===== src/rtl/orb_pkg.sv =====
`default_nettype none
// ============================================================================
// Module : orb_pkg
// Shared state type, word/address helpers and parameter limits for the packer.
// Rev    : 1.0  initial release
// ============================================================================
package orb_pkg;

    typedef enum logic [1:0] {
        ST_IDLE  = 2'd0,
        ST_DELAY = 2'd1,
        ST_PEND  = 2'd2
    } orb_state_e;

    localparam int c_MIN_NCH = 1;
    localparam int c_MAX_NCH = 8;

    // Data sits just below the always-zero MSB, zero padded underneath.
    function automatic logic [31:0] fmt_word(input logic [31:0] data,
                                             input int dw, input int word_w);
        logic [31:0] mask;
        mask = (32'd1 << dw) - 32'd1;
        return (data & mask) << (word_w - 1 - dw);
    endfunction

    function automatic logic [31:0] pack_addr(input logic [31:0] pack,
                                              input logic [31:0] slot,
                                              input int ch, input int nch,
                                              input int wpp);
        return pack * 32'(nch) * 32'(wpp) + slot * 32'(nch) + 32'(ch);
    endfunction

    function automatic bit params_ok(input int nch, input int dw,
                                     input int word_w, input int wpp,
                                     input int spp, input int npack);
        return (nch >= c_MIN_NCH) && (nch <= c_MAX_NCH) && (word_w >= dw + 1)
            && (wpp >= 1) && (spp > wpp) && (npack >= 1);
    endfunction

endpackage
`default_nettype wire


===== src/rtl/orb_chan_slot.sv =====
`default_nettype none
// ============================================================================
// Module : orb_chan_slot
// One channel: strobe sync/edge detect, slot/pack counters, delay FSM, latch.
// Rev    : 1.0  initial release
// ============================================================================
module orb_chan_slot
    import orb_pkg::*;
#(
    parameter int NCH            = 2,
    parameter int CH             = 0,
    parameter int DW             = 8,
    parameter int WORD_W         = 12,
    parameter int ADDR_W         = 11,
    parameter int WORDS_PER_PACK = 16,
    parameter int SLOTS_PER_PACK = 20,
    parameter int NPACK          = 64,
    parameter int WE_DELAY       = 30
) (
    input  logic              clk,
    input  logic              rst,
    input  logic              strob_i,
    input  logic              chen_i,
    input  logic [DW-1:0]     data_i,
    input  logic              clr_i,
    input  logic              grant_i,
    output logic              pend_o,
    output logic [WORD_W-1:0] word_o,
    output logic [ADDR_W-1:0] addr_o,
    output logic              wrap_o,
    output logic              ovf_o
);

    localparam int SLOT_W = (SLOTS_PER_PACK > 1) ? $clog2(SLOTS_PER_PACK) : 1;
    localparam int PACK_W = (NPACK > 1) ? $clog2(NPACK) : 1;
    localparam int CNT_W  = (WE_DELAY > 0) ? $clog2(WE_DELAY + 1) : 1;

    localparam logic [SLOT_W-1:0] c_LAST_SLOT = SLOT_W'(SLOTS_PER_PACK - 1);
    localparam logic [SLOT_W-1:0] c_WPP       = SLOT_W'(WORDS_PER_PACK);
    localparam logic [PACK_W-1:0] c_LAST_PACK = PACK_W'(NPACK - 1);
    localparam logic [CNT_W-1:0]  c_DELAY     = CNT_W'(WE_DELAY);

    logic [1:0]        sync_q;
    logic              prev_q;
    logic [SLOT_W-1:0] slot_q, slot_d;
    logic [PACK_W-1:0] pack_q, pack_d;
    logic [CNT_W-1:0]  cnt_q;
    orb_state_e        state_q;
    logic [WORD_W-1:0] word_q;
    logic [ADDR_W-1:0] addr_q;
    logic              ovf_q;

    logic w_edge, w_take, w_last_slot, w_last_pack, w_delay_done;

    // A page change swallows any edge seen in the same cycle.
    assign w_edge       = sync_q[1] & ~prev_q & ~clr_i;
    assign w_take       = w_edge & chen_i & (slot_q < c_WPP);
    assign w_last_slot  = (slot_q == c_LAST_SLOT);
    assign w_last_pack  = (pack_q == c_LAST_PACK);
    assign w_delay_done = (cnt_q == '0) || (cnt_q == CNT_W'(1));

    always_comb begin
        slot_d = w_last_slot ? '0 : slot_q + SLOT_W'(1);
        pack_d = pack_q;
        if (w_last_slot) begin
            pack_d = w_last_pack ? '0 : pack_q + PACK_W'(1);
        end
    end

    always_ff @(posedge clk or posedge rst) begin
        if (rst) begin
            sync_q  <= '0;
            prev_q  <= 1'b0;
            slot_q  <= '0;
            pack_q  <= '0;
            cnt_q   <= '0;
            state_q <= ST_IDLE;
            word_q  <= '0;
            addr_q  <= '0;
            ovf_q   <= 1'b0;
        end else begin
            sync_q <= {sync_q[0], strob_i};
            prev_q <= sync_q[1];
            if (clr_i) begin
                slot_q  <= '0;
                pack_q  <= '0;
                cnt_q   <= '0;
                state_q <= ST_IDLE;
                ovf_q   <= 1'b0;
            end else begin
                if (w_edge) begin
                    slot_q <= slot_d;
                    pack_q <= pack_d;
                end
                if (w_take) begin
                    word_q  <= WORD_W'(fmt_word(32'(data_i), DW, WORD_W));
                    addr_q  <= ADDR_W'(pack_addr(32'(pack_q), 32'(slot_q), CH, NCH,
                                                 WORDS_PER_PACK));
                    cnt_q   <= c_DELAY;
                    state_q <= (WE_DELAY == 0) ? ST_PEND : ST_DELAY;
                    if (state_q != ST_IDLE) begin
                        ovf_q <= 1'b1;
                    end
                end else begin
                    case (state_q)
                        ST_DELAY: begin
                            if (w_delay_done) begin
                                state_q <= ST_PEND;
                            end else begin
                                cnt_q <= cnt_q - CNT_W'(1);
                            end
                        end
                        ST_PEND: begin
                            if (grant_i) begin
                                state_q <= ST_IDLE;
                            end
                        end
                        default: ;
                    endcase
                end
            end
        end
    end

    assign pend_o = (state_q == ST_PEND);
    assign word_o = word_q;
    assign addr_o = addr_q;
    assign wrap_o = w_edge & w_last_slot & w_last_pack;
    assign ovf_o  = ovf_q;

endmodule
`default_nettype wire


===== src/rtl/orb_packer_n.sv =====
`default_nettype none
// ============================================================================
// Module : orb_packer_n
// NCH-channel orbital word packer: page-select sync and shared write-port arbiter.
// Rev    : 1.0  initial release
// ============================================================================
module orb_packer_n
    import orb_pkg::*;
#(
    parameter int NCH            = 2,
    parameter int DW             = 8,
    parameter int WORD_W         = 12,
    parameter int ADDR_W         = 11,
    parameter int WORDS_PER_PACK = 16,
    parameter int SLOTS_PER_PACK = 20,
    parameter int NPACK          = 64,
    parameter int WE_DELAY       = 30
) (
    input  logic              clk,
    input  logic              rst,
    input  logic [NCH*DW-1:0] iData,
    input  logic [NCH-1:0]    strob,
    input  logic [NCH-1:0]    chEn,
    input  logic              SW,
    output logic [WORD_W-1:0] orbWord,
    output logic [ADDR_W-1:0] WrAddr,
    output logic              WE,
    output logic              pageSync,
    output logic              frameDone,
    output logic [NCH-1:0]    ovf
);

    if (!params_ok(NCH, DW, WORD_W, WORDS_PER_PACK, SLOTS_PER_PACK, NPACK)) begin : g_param_err
        $error("orb_packer_n: illegal parameter combination");
    end

    logic [1:0]        sw_sync_q;
    logic              oldsw_q;
    logic              we_q, pagesync_q, framedone_q;
    logic [ADDR_W-1:0] addr_q;
    logic [WORD_W-1:0] word_q;

    logic              w_sw_chg;
    logic [NCH-1:0]    w_pend, w_grant, w_wrap, w_ovf;
    logic [WORD_W-1:0] w_word [NCH];
    logic [ADDR_W-1:0] w_addr [NCH];
    logic [WORD_W-1:0] w_sel_word;
    logic [ADDR_W-1:0] w_sel_addr;

    assign w_sw_chg = sw_sync_q[1] ^ oldsw_q;
    // Lowest pending channel wins; nobody is granted while the page changes.
    assign w_grant  = (w_pend & (~w_pend + NCH'(1))) & {NCH{~w_sw_chg}};

    for (genvar c = 0; c < NCH; c++) begin : g_chan
        orb_chan_slot #(
            .NCH            (NCH),
            .CH             (c),
            .DW             (DW),
            .WORD_W         (WORD_W),
            .ADDR_W         (ADDR_W),
            .WORDS_PER_PACK (WORDS_PER_PACK),
            .SLOTS_PER_PACK (SLOTS_PER_PACK),
            .NPACK          (NPACK),
            .WE_DELAY       (WE_DELAY)
        ) u_chan (
            .clk     (clk),
            .rst     (rst),
            .strob_i (strob[c]),
            .chen_i  (chEn[c]),
            .data_i  (iData[c*DW +: DW]),
            .clr_i   (w_sw_chg),
            .grant_i (w_grant[c]),
            .pend_o  (w_pend[c]),
            .word_o  (w_word[c]),
            .addr_o  (w_addr[c]),
            .wrap_o  (w_wrap[c]),
            .ovf_o   (w_ovf[c])
        );
    end

    always_comb begin
        w_sel_word = '0;
        w_sel_addr = '0;
        for (int c = 0; c < NCH; c++) begin
            if (w_grant[c]) begin
                w_sel_word = w_word[c];
                w_sel_addr = w_addr[c];
            end
        end
    end

    always_ff @(posedge clk or posedge rst) begin
        if (rst) begin
            sw_sync_q   <= '0;
            oldsw_q     <= 1'b0;
            we_q        <= 1'b0;
            pagesync_q  <= 1'b0;
            framedone_q <= 1'b0;
            addr_q      <= '0;
            word_q      <= '0;
        end else begin
            sw_sync_q   <= {sw_sync_q[0], SW};
            oldsw_q     <= sw_sync_q[1];
            pagesync_q  <= w_sw_chg;
            framedone_q <= w_wrap[0];
            we_q        <= |w_grant;
            if (|w_grant) begin
                addr_q <= w_sel_addr;
                word_q <= w_sel_word;
            end
        end
    end

    assign orbWord   = word_q;
    assign WrAddr    = addr_q;
    assign WE        = we_q;
    assign pageSync  = pagesync_q;
    assign frameDone = framedone_q;
    assign ovf       = w_ovf;

endmodule
`default_nettype wire


===== config.mk =====
export PLATFORM = sky130hd
export DESIGN_NAME = orb_packer_n
export DESIGN_NICKNAME = d
export VERILOG_FILES = /design/src/rtl/orb_pkg.sv /design/src/rtl/orb_chan_slot.sv /design/src/rtl/orb_packer_n.sv
export SDC_FILE = /design/constraint.sdc
export NUM_CORES = 1
export LEC_CHECK = 0
export CAP_MARGIN = 40
export CELL_PAD_IN_SITES_DETAIL_PLACEMENT = 1
export CELL_PAD_IN_SITES_GLOBAL_PLACEMENT = 1
export CORE_MARGIN = 2
export CORE_UTILIZATION = 40
export CTS_CLUSTER_SIZE = 16
export DETAILED_ROUTE_END_ITERATION = 8
export MAX_ROUTING_LAYER = met4
export PLACE_DENSITY = 0.72
export SYNTH_ARGS = -nofsm -noshare
export SYNTH_HDL_FRONTEND = slang
export SYNTH_SLANG_ARGS = --single-unit

===== constraint.sdc =====
create_clock -name clk -period 4.3 [get_ports clk]
set_input_delay 0.86 -clock clk [delete_from_list [all_inputs] [get_ports clk]]
set_output_delay 0.86 -clock clk [all_outputs]
set_load 0.005 [all_outputs]

==> results.rst <==
.. list-table::
   :header-rows: 1

   * - Metric
     - Value
   * - Status
     - complete, no violations
   * - Share of the yosys chip area belonging to registers
     - 0.536
   * - Largest cells by area after synthesis
     - sky130_fd_sc_hd__dfrtp_1 (54%), sky130_fd_sc_hd__mux2_2 (6.4%), sky130_fd_sc_hd__a21oi_1 (3.8%)
   * - Cts hold-fix bufs
     - 0
   * - Slew at the pin closest to its max-slew limit
     - 0.836 ns
   * - Clock net sink count
     - 106
   * - P&R area growth vs syn
     - 18.5%
   * - Post-cts sizing count
     - 0
   * - Share of async-settable or async-resettable flops after synthesis
     - 1.00
   * - Detailed Route WL
     - 11900 um
   * - Sum of net half-perimeters after detailed placement
     - 8100 um
   * - Core ar.
     - 12100 um2
   * - Launching point of the worst reg2reg path
     - oldsw_q
   * - Total vias in the final route
     - 3613
   * - Area of all placed cells without fillers
     - 5860 um2
   * - Critical path launch point type
     - primary input
   * - Count of warnings emitted by yosys
     - 0
   * - Violation count after the first detailed-routing iteration
     - 181
   * - CTS H-Tree Depth
     - 3
   * - Worst min path class
     - reg2reg
   * - Unrepaired setup endpoints after global routing
     - false
   * - Count of cells along the worst register-to-register path
     - 4
   * - TritonCTS clock tree
     - yes
   * - Post-layout instance count excluding filler cells
     - 644
   * - Remaining number of nets flagged by the antenna check after routing
     - 0
   * - Library cell contributing the largest single delay on the critical path
     - sky130_fd_sc_hd__nor2_2
   * - DRC Markers
     - 0
   * - I/O pin count
     - 51
   * - First-pass GRT wire length
     - 20100 um
   * - Critical path launch point
     - chEn[1]
   * - Number of I/O port buffers
     - 46
   * - Number of antenna violations at the first check in global routing
     - 0
   * - Critical path capture point
     - g_chan[1].u_chan.word_o[4]
   * - Routed length on met3
     - 266 um
   * - Cell count after synthesis
     - 436
   * - CTS clk-pin slew, worst paths
     - 0.07 ns
   * - Capture point of the worst reg-to-reg path
     - g_chan[1].u_chan.word_o[4]
   * - Maximum number of pins on one net before global-route repair
     - 58
   * - Area share of the largest cell type after synthesis
     - 0.536
   * - Fraction of layout instances using a drive strength above 1
     - 0.132
   * - Total global-route track usage
     - 0.200
   * - Minimum clock period after layout
     - 2.50 ns
   * - Average via count per standard cell
     - 5.61
   * - Die Y
     - 115 um
   * - Final period util
     - 0.582
   * - TNS Setup
     - 0 ns
   * - Count of flip-flops with a built-in enable after synthesis
     - 0
   * - Highest layer used for signal routing
     - met4
   * - Startpoint of the tightest hold check path
     - sw_sync_q[0]
   * - Total iterations of the first detailed-routing run
     - 4
   * - Starting density of the core
     - 0.410
   * - Cell area after synthesis
     - 4940 um2
   * - Worst-path cell chain
     - clkdlybuf4s50_1 -> nand4bb_1 -> nor2_2 -> mux2_2
   * - Weighted congestion at the end of routability-driven global placement
     - 0.797
   * - Clock root buffer master
     - sky130_fd_sc_hd__clkbuf_16
   * - Library cell occupying the most area in the post-synthesis netlist
     - sky130_fd_sc_hd__dfrtp_1
   * - Number of buffers added by the clock tree synthesis step
     - 9
   * - Met2 wire length
     - 6030 um
   * - Peak supply drop
     - 0.000223 V
   * - Placed insts
     - 628
   * - Worst setup skew after layout
     - 0.00889 ns
   * - Standard-cell rows
     - 40
   * - CP peak stage delay
     - 0.72 ns
   * - Top cell types by occurrence after synthesis
     - sky130_fd_sc_hd__dfrtp_1 (106), sky130_fd_sc_hd__a21oi_1 (38), sky130_fd_sc_hd__mux2_2 (28)
   * - Synthesized flop and latch total
     - 106
   * - Instance area after placement
     - 5530 um2
   * - Register-to-Register Setup Slack
     - 2.06 ns
   * - Relative slew slack
     - 0.442
   * - Final slew viol count
     - 0
   * - Most instantiated flip-flop cell in the synthesis netlist
     - sky130_fd_sc_hd__dfrtp_1
   * - Arrival time reported for the critical path endpoint
     - 2.73 ns
   * - Final Setup Violations
     - 0
   * - Crit Path Category
     - in2reg
   * - Max frequency
     - 399 MHz
   * - GRT Residual Overflow
     - 0
   * - Number of buffers inserted to repair setup after CTS
     - 0
   * - Die ar.
     - 13300 um2
   * - Fin Hold WS
     - 0.355 ns
   * - Required time of the critical path
     - 4.53 ns
   * - Deepest clock path buffer count
     - 2
   * - Synth unique cells
     - 55
   * - Clock latency of the later-clocked register in the worst-skew pair
     - 0.34 ns
   * - Width of the chip
     - 115 um
   * - Syn avg cell area
     - 11.3 um2
   * - M1 WL
     - 5400 um
   * - Power density normalized to cell area
     - 418 nW/um2
   * - Antenna diode count
     - 0
   * - Max FO, Critical Path
     - 17
   * - Utilization after layout
     - 0.486
   * - Leakage component of the power
     - 2.51 nW
   * - Cell with the most instances after synthesis
     - sky130_fd_sc_hd__dfrtp_1
   * - Post-DR wirelength/cell
     - 18.5 um
   * - Max-cap violations
     - 0
   * - Final Hold Violating Endpoints
     - 0
   * - Vias in the first global route
     - 3879
   * - Capturing element type of the critical path
     - flop
   * - Final net count
     - 506
==> state kept, by name, summed over array words and instances (netlist names) <==
| name | cells |
|---|---|
| pageSync | 1 |
| WrAddr | 11 |
| g_chan.u_chan.slot_q | 10 |
| g_chan.u_chan.sync_q | 4 |
| g_chan.u_chan.word_o | 16 |
| sw_sync_q | 2 |
| WE | 1 |
| oldsw_q | 1 |
| g_chan.u_chan.state_q | 4 |
| g_chan.u_chan.prev_q | 2 |
| g_chan.u_chan.addr_o | 21 |
| g_chan.u_chan.ovf_o | 2 |
| frameDone | 1 |
| g_chan.u_chan.cnt_q | 10 |
| orbWord | 8 |
| g_chan.u_chan.pack_q | 12 |
==> cells in the final DEF, fill, tap and decap left out, types with 2 or more instances in the layout <==
cell,count
sky130_fd_sc_hd__a2111o_1,2
sky130_fd_sc_hd__a21oi_1,38
sky130_fd_sc_hd__a221o_1,18
sky130_fd_sc_hd__a31oi_1,7
sky130_fd_sc_hd__and3_1,18
sky130_fd_sc_hd__and4bb_2,3
sky130_fd_sc_hd__buf_4,5
sky130_fd_sc_hd__bufinv_16,2
sky130_fd_sc_hd__clkbuf_16,9
sky130_fd_sc_hd__clkdlybuf4s50_1,46
sky130_fd_sc_hd__clkinv_4,2
sky130_fd_sc_hd__conb_1,4
sky130_fd_sc_hd__dfrtp_1,106
sky130_fd_sc_hd__ha_1,12
sky130_fd_sc_hd__inv_1,12
sky130_fd_sc_hd__mux2_2,28
sky130_fd_sc_hd__mux2i_1,2
sky130_fd_sc_hd__nand2_1,23
sky130_fd_sc_hd__nand2b_1,6
sky130_fd_sc_hd__nand3_1,17
sky130_fd_sc_hd__nand3b_1,6
sky130_fd_sc_hd__nand4bb_1,4
sky130_fd_sc_hd__nor2_1,6
sky130_fd_sc_hd__nor2b_1,8
sky130_fd_sc_hd__nor3_1,2
sky130_fd_sc_hd__nor4_1,4
sky130_fd_sc_hd__o2111ai_1,4
sky130_fd_sc_hd__o211ai_1,4
sky130_fd_sc_hd__o21ai_0,20
sky130_fd_sc_hd__o311a_1,2
sky130_fd_sc_hd__o31ai_1,4
sky130_fd_sc_hd__o32ai_1,2
sky130_fd_sc_hd__o32ai_2,2
sky130_fd_sc_hd__o41ai_1,2
sky130_fd_sc_hd__or2_2,2
sky130_fd_sc_hd__or3_1,11
sky130_fd_sc_hd__or4_1,4
sky130_fd_sc_hd__xnor2_1,4
sky130_fd_sc_hd__xor2_1,2
==> metal layers <==
metal,vias up,GRT usage
met5,-,-
met4,0,0.0594
met3,12,0.0332
met2,44,0.322
met1,1866,0.260
li1,1691,-
==> worst min-delay path by stage <==
stage / end / slack (ns) / cells after the start
after floorplan: g_chan[0].u_chan.sync_q[1] / 0.33 / 0
after global placement: g_chan[1].u_chan.sync_q[1] / 0.34 / 0
after detailed placement: sw_sync_q[1] / 0.34 / 0
after CTS: sw_sync_q[1] / 0.36 / 0
after global routing: sw_sync_q[1] / 0.36 / 0
final: sw_sync_q[1] / 0.35 / 0
==> area by class of cell <==
cell class / instances / area (um2)
fill: 1262 / 6200
sequential: 106 / 2650
multi-input combinational: 288 / 2100
timing repair buffer: 52 / 518
clock buffer: 10 / 239
tap: 168 / 210
clock inverter: 6 / 90.1
inverter: 14 / 55.1
==> critical path: cells and delay by family <==
family | cells | cell delay (ns)
AND/OR/NAND/NOR | 2 | 0.97
buffers and inverters | 1 | 0.47
multiplexers | 1 | 0.42
==> kinds of logic after synthesis <==
logic type      synth area share
fa+ha+maj                 0.0304
xor+xnor                  0.0124
simple gates               0.151
flops                      0.536
compound gates             0.158
buf+inv                   0.0435
mux                       0.0678
other cells             0.000758
==> through the flow <==
step           setup slack, ns  power, W
6_report                  1.80   0.00245
2_1_floorplan            0.651   0.00139
3_3_place_gp              1.47   0.00157
3_5_place_dp              1.44   0.00159
5_1_grt                   1.68   0.00257
4_1_cts                   1.79   0.00249
==> report_power, final <==
part           internal, W  total [W]  switching [W]  leakage, nW
clock network     0.000527   0.000890       0.000363        0.159
logic             0.000208   0.000357       0.000149        0.956
registers          0.00112    0.00120      0.0000861         1.40
(Power assumes the default switching activity.)
